`config.mk`:
```
export PLATFORM = sky130hd
export DESIGN_NAME = keycode_uart_tx
export DESIGN_NICKNAME = d
export VERILOG_FILES = /design/src/rtl/keycode_uart_pkg.sv /design/src/rtl/uart_tx_byte.sv /design/src/rtl/keycode_uart_tx.sv
export SDC_FILE = /design/constraint.sdc
export NUM_CORES = 1
export LEC_CHECK = 0
export CAP_MARGIN = 20
export CELL_PAD_IN_SITES_DETAIL_PLACEMENT = 1
export CELL_PAD_IN_SITES_GLOBAL_PLACEMENT = 1
export CORE_ASPECT_RATIO = 0.7
export CORE_UTILIZATION = 44
export DETAILED_ROUTE_END_ITERATION = 8
export HOLD_SLACK_MARGIN = 0.12
export PLACE_DENSITY_LB_ADDON = 0.1
export RECOVER_POWER = 25
export SLEW_MARGIN = 20
export SYNTH_ARGS = -nofsm -noshare
export SYNTH_HDL_FRONTEND = slang
export SYNTH_SLANG_ARGS = --single-unit
export TNS_END_PERCENT = 100
```
`constraint.sdc`:
```
create_clock -name clk -period 2.9 [get_ports clk]
set_clock_uncertainty 0.15 [all_clocks]
set_input_delay 0.58 -clock clk [delete_from_list [all_inputs] [get_ports clk]]
set_output_delay 0.58 -clock clk [all_outputs]
set_load 0.1 [all_outputs]
```
`src/rtl/keycode_uart_pkg.sv`:
```
`timescale 1ns/1ps
`default_nettype none
// ------------------------------------------------------------------
// keycode_uart_pkg : ASCII constants and FSM encoding for keycode_uart_tx
// Rev 1.0
// ------------------------------------------------------------------
package keycode_uart_pkg;

  localparam logic [7:0] ASCII_CR        = 8'h0D;
  localparam logic [7:0] ASCII_LF        = 8'h0A;
  localparam logic [7:0] ASCII_DIGIT_OFS = 8'h30;
  localparam logic [7:0] ASCII_ALPHA_OFS = 8'h37;

  // Byte index of the trailing LF within a message
  localparam logic [2:0] LAST_BYTE_IDX   = 3'd5;

  typedef enum logic [1:0] {
    ST_IDLE = 2'd0,
    ST_LOAD = 2'd1,
    ST_SEND = 2'd2,
    ST_NEXT = 2'd3
  } state_e;

endpackage
`default_nettype wire

```
`src/rtl/uart_tx_byte.sv`:
```
`timescale 1ns/1ps
`default_nettype none
// ------------------------------------------------------------------
// uart_tx_byte : 8N1 serializer, one byte per start request
// Rev 1.0
// ------------------------------------------------------------------
module uart_tx_byte #(
  parameter int CLKS_PER_BIT = 10417
) (
  input  logic       clk,
  input  logic       rst_n,
  input  logic       start,
  input  logic [7:0] data,
  output logic       tx,
  output logic       done
);

  localparam int              CNT_W    = (CLKS_PER_BIT > 1) ? $clog2(CLKS_PER_BIT) : 1;
  localparam logic [CNT_W-1:0] CNT_LAST = CNT_W'(CLKS_PER_BIT - 1);
  localparam logic [3:0]       STOP_IDX = 4'd9;

  logic             active_q, active_d;
  logic [3:0]       bit_idx_q, bit_idx_d;
  logic [CNT_W-1:0] cnt_q, cnt_d;
  logic [7:0]       shift_q, shift_d;
  logic             tx_q, tx_d;
  logic             bit_end;

  assign bit_end = active_q && (cnt_q == CNT_LAST);

  // bit_idx names the bit currently on the line: 0 start, 1-8 data, 9 stop
  always_comb begin
    active_d  = active_q;
    bit_idx_d = bit_idx_q;
    cnt_d     = cnt_q;
    shift_d   = shift_q;
    tx_d      = tx_q;
    if (!active_q) begin
      cnt_d = '0;
      if (start) begin
        active_d  = 1'b1;
        bit_idx_d = 4'd0;
        shift_d   = data;
        tx_d      = 1'b0;
      end
    end else if (bit_end) begin
      cnt_d = '0;
      if (bit_idx_q == STOP_IDX) begin
        active_d = 1'b0;
        tx_d     = 1'b1;
      end else begin
        bit_idx_d = bit_idx_q + 4'd1;
        if (bit_idx_q == 4'd8) begin
          tx_d = 1'b1;
        end else begin
          tx_d    = shift_q[0];
          shift_d = {1'b0, shift_q[7:1]};
        end
      end
    end else begin
      cnt_d = cnt_q + CNT_W'(1);
    end
  end

  always_ff @(posedge clk or negedge rst_n) begin
    if (!rst_n) begin
      active_q  <= 1'b0;
      bit_idx_q <= 4'd0;
      cnt_q     <= '0;
      shift_q   <= 8'h00;
      tx_q      <= 1'b1;
    end else begin
      active_q  <= active_d;
      bit_idx_q <= bit_idx_d;
      cnt_q     <= cnt_d;
      shift_q   <= shift_d;
      tx_q      <= tx_d;
    end
  end

  assign tx   = tx_q;
  // Asserted in the last cycle of the stop bit so the next byte can start one cycle later
  assign done = bit_end && (bit_idx_q == STOP_IDX);

endmodule
`default_nettype wire

```
`src/rtl/keycode_uart_tx.sv`:
```
`timescale 1ns/1ps
`default_nettype none
// ------------------------------------------------------------------
// keycode_uart_tx : queues PS/2 keycodes and sends each as "HHHH\r\n"
// Rev 1.0
// ------------------------------------------------------------------
module keycode_uart_tx #(
  parameter int CLKS_PER_BIT = 10417,
  parameter int FIFO_DEPTH   = 4
) (
  input  logic        clk,
  input  logic        rst_n,
  input  logic [15:0] keycode,
  input  logic        oflag,
  output logic        tx,
  output logic        busy,
  output logic        overflow
);

  import keycode_uart_pkg::*;

  localparam int               PTR_W     = $clog2(FIFO_DEPTH);
  localparam logic [PTR_W:0]   FIFO_FULL = (PTR_W+1)'(FIFO_DEPTH);

  function automatic logic [7:0] hex_ascii(input logic [3:0] n);
    if (n < 4'd10) return ASCII_DIGIT_OFS + {4'h0, n};
    else           return ASCII_ALPHA_OFS + {4'h0, n};
  endfunction

  function automatic logic [7:0] msg_byte(input logic [15:0] msg, input logic [2:0] idx);
    case (idx)
      3'd0:    return hex_ascii(msg[15:12]);
      3'd1:    return hex_ascii(msg[11:8]);
      3'd2:    return hex_ascii(msg[7:4]);
      3'd3:    return hex_ascii(msg[3:0]);
      3'd4:    return ASCII_CR;
      default: return ASCII_LF;
    endcase
  endfunction

  logic             oflag_q;
  logic [15:0]      mem_q [FIFO_DEPTH];
  logic [15:0]      mem_d [FIFO_DEPTH];
  logic [PTR_W-1:0] wr_ptr_q, wr_ptr_d, rd_ptr_q, rd_ptr_d;
  logic [PTR_W:0]   count_q, count_d;
  logic             overflow_q, overflow_d;
  state_e           state_q, state_d;
  logic [2:0]       idx_q, idx_d;
  logic [15:0]      msg_q, msg_d;

  logic             push_w, pop_w, full_w, push_ok_w;
  logic [15:0]      head_w;
  logic             start_w, byte_done_w;
  logic [7:0]       byte_w;

  assign push_w    = oflag && !oflag_q;
  assign full_w    = (count_q == FIFO_FULL);
  assign pop_w     = (state_q == ST_LOAD);
  // A pop in the same cycle frees the slot the write pointer aliases when full
  assign push_ok_w = push_w && (!full_w || pop_w);
  assign head_w    = mem_q[rd_ptr_q];

  always_comb begin
    mem_d      = mem_q;
    wr_ptr_d   = wr_ptr_q;
    rd_ptr_d   = rd_ptr_q;
    count_d    = count_q;
    overflow_d = push_w && full_w && !pop_w;
    if (push_ok_w) begin
      mem_d[wr_ptr_q] = keycode;
      wr_ptr_d        = wr_ptr_q + PTR_W'(1);
    end
    if (pop_w) begin
      rd_ptr_d = rd_ptr_q + PTR_W'(1);
    end
    if (push_ok_w && !pop_w) begin
      count_d = count_q + (PTR_W+1)'(1);
    end else if (!push_ok_w && pop_w) begin
      count_d = count_q - (PTR_W+1)'(1);
    end
  end

  always_comb begin
    state_d = state_q;
    idx_d   = idx_q;
    msg_d   = msg_q;
    start_w = 1'b0;
    byte_w  = ASCII_LF;
    case (state_q)
      ST_IDLE: begin
        if (count_q != '0) state_d = ST_LOAD;
      end
      ST_LOAD: begin
        msg_d   = head_w;
        idx_d   = 3'd0;
        start_w = 1'b1;
        byte_w  = msg_byte(head_w, 3'd0);
        state_d = ST_SEND;
      end
      ST_SEND: begin
        if (byte_done_w) state_d = ST_NEXT;
      end
      ST_NEXT: begin
        idx_d = idx_q + 3'd1;
        if (idx_q == LAST_BYTE_IDX) begin
          state_d = (count_q != '0) ? ST_LOAD : ST_IDLE;
        end else begin
          start_w = 1'b1;
          byte_w  = msg_byte(msg_q, idx_q + 3'd1);
          state_d = ST_SEND;
        end
      end
      default: state_d = ST_IDLE;
    endcase
  end

  always_ff @(posedge clk or negedge rst_n) begin
    if (!rst_n) begin
      // Reset high so a flag already asserted at release is not taken as an edge
      oflag_q    <= 1'b1;
      for (int i = 0; i < FIFO_DEPTH; i++) mem_q[i] <= 16'h0000;
      wr_ptr_q   <= '0;
      rd_ptr_q   <= '0;
      count_q    <= '0;
      overflow_q <= 1'b0;
      state_q    <= ST_IDLE;
      idx_q      <= 3'd0;
      msg_q      <= 16'h0000;
    end else begin
      oflag_q    <= oflag;
      mem_q      <= mem_d;
      wr_ptr_q   <= wr_ptr_d;
      rd_ptr_q   <= rd_ptr_d;
      count_q    <= count_d;
      overflow_q <= overflow_d;
      state_q    <= state_d;
      idx_q      <= idx_d;
      msg_q      <= msg_d;
    end
  end

  uart_tx_byte #(
    .CLKS_PER_BIT(CLKS_PER_BIT)
  ) u_tx_byte (
    .clk  (clk),
    .rst_n(rst_n),
    .start(start_w),
    .data (byte_w),
    .tx   (tx),
    .done (byte_done_w)
  );

  assign busy     = push_w || (state_q != ST_IDLE) || (count_q != '0);
  assign overflow = overflow_q;

endmodule
`default_nettype wire
```
==> flow_summary_export.csv, run 1 <==
group,metric,value,unit
logic_synthesis,ys.flop_type,"dfrtp_1",
global_route,grt.busiest_layer,"met2",
final_layout,share_of_cells_above_drive_strength_1,23.67,%
placed_design,dpl.hpwl,9742,um
timing,slew-limit-headroom,12.25,%
global_route,maximum_number_of_pins_on_one_net_before_global_route_repair,46,
timing,timing_worst_slew_pin_value,1316,ps
timing,endpoints_failing_hold,0,
die,area_of_the_die,14450,sq um
global_route,gr-usage-met2,34.90,%
global_route,grt_pass1_vias,4599,
global_route,groute.layer.met1.usage,31.32,%
detailed_routing,dr.pass1.iters,4,
final_layout,syn2layout_area_growth,17.96,%
timing,period_minus_slack,2521,ps
detailed_routing,vias,4187,
timing,finalSetupViolCount,0,
timing,clock.fmax,396.7,MHz
die,initial_utilization,45.85,%
final_layout,layoutNonFillerInstCount,768,
final_layout,finalNetCount,611,
final_layout,layout.filler_cells,1418,
logic_synthesis,synth-seq-cells,121,
logic_synthesis,ys_warn_count,0,
placed_design,port_buffers,21,
logic_synthesis,cell_type_contributing_the_most_total_cell_area_after_synthesis,"dfrtp_1",
cts,htree_levels,4,
cts,cts_setup_buffers,0,
global_route,grt_util_met3,5.606,%
detailed_routing,postRouteAntennaNets,0,
critical_path,cp.buffers_inverters,0,
logic_synthesis,yosys-top-cells-area,"dfrtp_1, mux2_2, mux4_2",
timing,fin_hold_ws,327.6,ps
timing,final.setup.worst_slack,379.4,ps
logic_synthesis,syn_inst,544,
cts,cts_root_buf,"clkbuf_16",
flow_run,drv.max_cap_violation_count,0,
critical_path,critical_path.max_fanout,11,
placed_design,dp_cells,736,
power_and_ir_drop,power_density,1020,nW/um^2
logic_synthesis,synth_top_cells_by_count,"dfrtp_1, nand2_1, mux2_2, o21ai_0",
cts,ctsLongestPathBuffers,2,
logic_synthesis,synth_cell_types,53,
critical_path,peak_per_stage_delay_on_the_critical_path,580,ps
timing,setup-tns-final,0,ps
timing,grt_setup_unrepaired,"no",
logic_synthesis,synth_edf_count,0,
timing,min_period_over_period,86.92,%
logic_synthesis,post_synth.cell_area_avg,11.30,sq um
cts,clk_latency,430,ps
critical_path,kind_of_cell_adding_the_most_delay_to_the_critical_path,"simple AND/OR/NAND/NOR gates",
hold_path,timing.hold.worst.class,"register to register",
cts,tritoncts,"done",
critical_path,critPathSlowestCell,"or4bb_1",
die,die_height,100.9,um
die,chipWidth,143.2,um
cts,numClockSinks,121,
detailed_routing,detail_route.wl_per_cell,18.37,um
power_and_ir_drop,leakage,3.092,nW
logic_synthesis,synth_top_cell_area_share,48.46,%
timing,maxSlewViolCount,0,
die,core_footprint,13400,sq um
detailed_routing,dr.first_iter.drc_count,180,
run_status,status,"completed",
critical_path,timing_worst_setup_path_type,"register to register",
critical_path,worstSetupStartpointType,"register",
logic_synthesis,syn_area,6145,sq um
final_layout,diodes,0,
placed_design,gp_congestion,0.8663,
logic_synthesis,seq_total_area_yosys,49.32,%
global_route,grt_overflow_total,0,
critical_path,worst_ep_arrival_time,2670,ps
logic_synthesis,syn-num-nets,584,
global_route,grt_first_pass_wirelength,24170,um
cts,numCtsBuffers,17,
power_and_ir_drop,peakVddDrop,0.0005070,V
cts,clkSlewWorstSetupHoldPaths,60,ps
global_route,initial_antenna_violation_count,0,
die,io_count,22,
critical_path,worst_ep_required_time,3050,ps
logic_synthesis,async_flop_share,100.0,%
critical_path,timing.critical_path.cells,"or4bb_1, nor4_4, nand2_2, o21a_1, o311a_1",
detailed_routing,remaining_design_rule_violation_count,0,
logic_synthesis,count_leader_synth,"dfrtp_1",
global_route,grt.total_usage,22.35,%
die,rows,35,
detailed_routing,vias_per_cell,5.452,
critical_path,endpoint_kind,"register",
placed_design,place_ws,131.8,ps
detailed_routing,overall_routed_net_length,14110,um
-- sequential cells by signal, indices dropped and copies added, names as in the netlist --
| signal | count |
|---|---|
| count_q | 3 |
| idx_q | 3 |
| mem_q | 64 |
| msg_q | 16 |
| oflag_q | 1 |
| overflow | 1 |
| rd_ptr_q | 2 |
| state_q | 2 |
| u_tx_byte.active_q | 1 |
| u_tx_byte.bit_idx_q | 4 |
| u_tx_byte.cnt_q | 14 |
| u_tx_byte.shift_q | 7 |
| u_tx_byte.tx | 1 |
| wr_ptr_q | 2 |
-- layout make-up --
class / instances / area [sq um] / share of cell area (%)
inverter: 29 / 108.9 / 1.502
sequential: 121 / 3030 / 41.81
clock inverter: 14 / 185.2 / 2.555
timing repair buffer: 34 / 381.6 / 5.265
multi-input combinational: 368 / 2885 / 39.81
clock buffer: 17 / 425.4 / 5.869
tap: 185 / 231.5 / 3.194
-- path summary, 6_finish.rpt --
path / end / cells past startpoint / start / slack, ps
max: u_tx_byte.shift_q[1] / 5 / u_tx_byte.cnt_q[3] / 380
min: u_tx_byte.shift_q[2] / 2 / u_tx_byte.shift_q[2] / 330
max reg2reg: u_tx_byte.shift_q[1] / 5 / u_tx_byte.cnt_q[3] / 380
min reg2reg: u_tx_byte.shift_q[2] / 2 / u_tx_byte.shift_q[2] / 330
max in group asynchronous: mem_q[46] / 3 / rst_n / 940
min in group asynchronous: wr_ptr_q[0] / 2 / rst_n / 820
-- cell families after synthesis --
| group | Yosys count | synth area share, % |
|---|---|---|
| AO/OA/AOI/OAI | 84 | 8.736 |
| XOR/XNOR | 24 | 3.421 |
| adder cells (fa/ha/maj) | 21 | 4.398 |
| buffers and inverters | 55 | 3.726 |
| flip-flops | 121 | 49.32 |
| multiplexers | 84 | 18.29 |
| AND/OR/NAND/NOR | 155 | 12.12 |
-- routing by layer --
metal,vias to the layer above,share of wire [%]
met5,-,0
met3,16,3.0
met1,2153,50
met2,54,46
li1,1964,-
met4,0,1.1
-- power by group --
group / total, mW / internal (mW) / switching, mW
sequential: 2.86 / 2.35 / 0.516
combinational: 2.32 / 1.24 / 1.09
clock: 2.21 / 1.37 / 0.842
total: 7.40 / 4.95 / 2.45
-- placed cells by master, fill, tap and decap left out, drive strengths merged, types with 2 or more instances in the layout --
master,n
dfrtp,119
nand2,71
mux2,66
inv,36
o21ai,33
nor2,29
ha,20
clkbuf,19
mux4,16
clkdlybuf4s50,16
a21oi,15
xnor2,14
buf,14
nand3,13
xor2,10
nor3,7
nor2b,7
and2,5
a22oi,5
a31oi,5
and3,5
o31ai,4
or3,3
nand2b,3
nor3b,3
o221ai,3
and4b,3
o22ai,3
bufinv,3
clkinv,3
o21a,2
o32ai,2
a211oi,2
a222oi,2
mux2i,2
dlygate4sd3,2
dfstp,2
-- per-stage QoR --
stage / total power, mW / util (%) / cell area, sq um
2_1_floorplan: 4.523 / - / 6145
3_3_place_gp: 5.045 / 49.52 / 6636
3_5_place_dp: 5.214 / 49.52 / 6636
4_1_cts: 7.483 / 54.16 / 7257
5_1_grt: 7.876 / 54.09 / 7248
6_report: 7.396 / 54.09 / 7248
-- what timing repair did --
item / 4_1_cts / 5_1_grt
endpoints found under the setup margin: 0 / 0
endpoints found under the hold margin: 41 / 0
resized for setup: 0 / 0
hold buffers: 1 / 0
-- tightest hold or removal path, cell delays in order (launching register included) --
cell     delay (ps)
dfrtp_1         340
nand2_1          50
o31ai_1          50
No activity file was read; power rests on OpenSTA's default activity.
==> run 2, diff against run 1 <==
- SYNTH_HIERARCHICAL: unset -> 1
- TNS_END_PERCENT: 100 -> 1
==> run 2 against run 1 <==
  * Non-clock buffer count up 1
  * Register-to-register slack worse by 290 ps
  * Critical endpoint is now state_q[0]
  * Area after synthesis up 7.8%
  * Via count up 7.6%
  * Global-route usage down 0.61 points
  * Clock power down 8%
  * Flip-flop and latch count up 1
  * Largest cell class is now multi-input gates
  * Final cell count up 5.2%
  * Combinational power up 30%
==> flow_summary_export.csv, run 2 <==
group,metric,value,unit
final_layout,multiInputGateArea,3314,sq um
timing,fin_hold_ws,354.5,ps
power_and_ir_drop,power.net_switching,2.791,mW
final_layout,layout.cells.most_common_list,"dfrtp_1, nand2_1, mux2_4, o21ai_0",
die,core_footprint,14680,sq um
run_status,status,"completed",
cts,clk_latency,420,ps
power_and_ir_drop,power.total,8.094,mW
placed_design,gp_congestion,0.8454,
logic_synthesis,synth_top_cell_area_share,45.34,%
cts,numClockSinks,122,
logic_synthesis,count_leader_synth,"dfrtp_1",
global_route,grt.total_usage,21.74,%
detailed_routing,postRouteAntennaNets,0,
final_layout,commonest_non_fill_non_tap_cell_in_the_layout,"dfrtp_1",
cts,ctsLongestPathBuffers,2,
final_layout,layout.area.seq,3057,sq um
logic_synthesis,synth_cell_types,60,
detailed_routing,vias,4506,
logic_synthesis,syn-num-nets,618,
critical_path,worst-r2r-cell-count,7,
placed_design,dpl.hpwl,10540,um
timing,slew-limit-headroom,15.49,%
die,io_count,22,
power_and_ir_drop,pwr-share-seq,37.6,%
die,area_of_the_die,15550,sq um
detailed_routing,overall_routed_net_length,15360,um
power_and_ir_drop,part_of_the_power_in_the_clock_network,25.2,%
detailed_routing,dr.first_iter.drc_count,271,
cts,tritoncts,"done",
logic_synthesis,synth_edf_count,0,
global_route,maximum_number_of_pins_on_one_net_before_global_route_repair,46,
hold_path,min_path_cells,1,
die,chipWidth,148.6,um
final_layout,finalNetCount,643,
critical_path,worst_ep_arrival_time,2990,ps
detailed_routing,detail_route.wl_per_cell,19.00,um
critical_path,critical_path.max_fanout,6,
detailed_routing,vias_per_cell,5.577,
final_layout,registers.top_by_ff_count,"mem_q",
final_layout,share_of_cells_above_drive_strength_1,22.84,%
global_route,grt_overflow_total,0,
die,die_height,104.6,um
logic_synthesis,ys.flop_type,"dfrtp_1",
logic_synthesis,async_flop_share,100.0,%
placed_design,place_area,7063,sq um
global_route,grt_first_pass_wirelength,25880,um
flow_run,drv.max_cap_violation_count,0,
timing,min_period_over_period,97.04,%
timing,finalSetupViolCount,0,
placed_design,port_buffers,21,
power_and_ir_drop,peakVddDrop,0.0004300,V
critical_path,timing_worst_setup_path_type,"register to register",
timing,maxSlewViolCount,0,
logic_synthesis,ys_warn_count,6,
final_layout,number_of_flip_flops_in_the_largest_register,64,
logic_synthesis,seq_total_area_yosys,46.14,%
cts,clkSlewWorstSetupHoldPaths,60,ps
critical_path,endpoint_kind,"register",
final_layout,diodes,0,
cts,numCtsBuffers,17,
cts,cts_root_buf,"clkbuf_16",
critical_path,worstSetupStartpointType,"register",
global_route,initial_antenna_violation_count,0,
final_layout,finish.instance_area,7615,sq um
logic_synthesis,syn_area,6623,sq um
timing,endpoints_failing_hold,0,
detailed_routing,remaining_design_rule_violation_count,0,
hold_path,timing.hold.worst.class,"register to register",
die,rows,37,
timing,setup-tns-final,0,ps
timing,period_minus_slack,2814,ps
logic_synthesis,synth_top_cells_by_count,"dfrtp_1, nand2_1, mux2_4, o21ai_0, nor2_1",
detailed_routing,dr.pass1.iters,6,
logic_synthesis,post_synth.cell_area_avg,11.46,sq um
final_layout,syn2layout_area_growth,14.98,%
critical_path,worst_ep_required_time,3080,ps
logic_synthesis,yosys-top-cells-area,"dfrtp_1, mux2_4, mux4_2",
timing,timing_worst_slew_pin_value,1268,ps
timing,final.setup.worst_slack,85.84,ps
logic_synthesis,syn_inst,578,
timing,grt_setup_unrepaired,"no",
power_and_ir_drop,share_comb_of_total_power,37.2,%
final_layout,layout.filler_cells,1540,
power_and_ir_drop,power_density,1063,nW/um^2
timing,clock.fmax,355.3,MHz
die,initial_utilization,45.13,%
final_layout,top_regs,"mem_q x64, msg_q x16, u_tx_byte/cnt_q x14",
global_route,grt_pass1_vias,4898,
logic_synthesis,cell_type_contributing_the_most_total_cell_area_after_synthesis,"dfrtp_1",
power_and_ir_drop,internal-power,5.303,mW
placed_design,place_ws,158.3,ps
power_and_ir_drop,leakage,3.435,nW
cts,htree_levels,4,
logic_synthesis,synth-seq-cells,122,
power_and_ir_drop,swShare,34.49,%
## run 2: changes by cell type in the layout (fill, tap and decap cells not counted), sizes merged, moves of 7 or more
cell    change
o211ai     +10
inv         -9
or4         +8
nand3       +7
nand2       -7
## run 2: final cells by class
| type | count | share of cell area (%) |
|---|---|---|
| Clock buffer | 21 | 6.047 |
| Clock inverter | 8 | 1.282 |
| Inverter | 27 | 1.331 |
| Multi-Input combinational cell | 400 | 43.53 |
| Sequential cell | 122 | 40.14 |
| Tap cell | 195 | 3.204 |
| Timing Repair Buffer | 35 | 4.469 |
## run 2: per-layer routing
layer | part of all wire, % | track usage (%)
met2 | 45 | 32.14
met3 | 2.6 | 4.061
met5 | 0 | 0
met1 | 51 | 31.83
met4 | 1.2 | 7.364
## run 2: logic make-up (layout without fill, tap and decap cells)
family	after synthesis	in the layout	share of synthesized area, %
AOI/OAI and AO/OA	93	93	9.012
xor gates and xnor gates	25	25	3.306
adders and majority gates	21	21	4.081
buffers and inverters	56	91	3.816
DFF	122	122	46.14
muxes	90	90	20.14
other	1	1	0.05662
and+or+nand+nor	170	170	13.45
## run 2: critical path: stages (launching register included)
cell and delay [ps]:
dfrtp_1 450, or4b_2 690, nor4_1 630, buf_4 250, nand2_1 110, nor2_1 180
nor2_1 60, a211oi_1 200
## run 2: final timing paths
path,startpoint,end,slack (ps)
hold / removal,mem_q[2],mem_q[2],350
setup reg to reg,u_tx_byte/cnt_q[6],state_q[0],90
min in group asynchronous,rst_n,mem_q[52],820
setup / recovery,u_tx_byte/cnt_q[6],state_q[0],90
hold reg to reg,mem_q[2],mem_q[2],350
max in group asynchronous,rst_n,mem_q[13],350
## run 2: timing repair
action / CTS / global route
buffers inserted: 0 / 0
gates resized for setup: 0 / 1
setup endpoints to repair: 0 / 1
hold endpoints to repair: 43 / 0
hold buffers: 1 / 0
## run 2: stage by stage
stage / utilization, % / std cells
4_1_cts: 52.00 / 808
2_1_floorplan: - / 578
3_3_place_gp: 48.13 / 778
5_1_grt: 51.89 / 808
6_report: 51.89 / 808
3_5_place_dp: 48.13 / 778
## run 2: power by group through the flow
stage                     combinational (mW)  sequential (mW)  clock [mW]
final                                   3.01             3.05        2.04
after global routing                    3.36             3.15        2.15
after CTS                               3.05             3.04        2.10
after detailed placement                3.04             3.05           0
after global placement                  2.92             3.02           0
after floorplan                         2.53             2.77           0
==> run 3, diff against run 2 <==
- CTS_CLUSTER_SIZE: unset -> 12
==> results of run 3 <==
Final layout, timing and power as in run 2 (identical DEF).
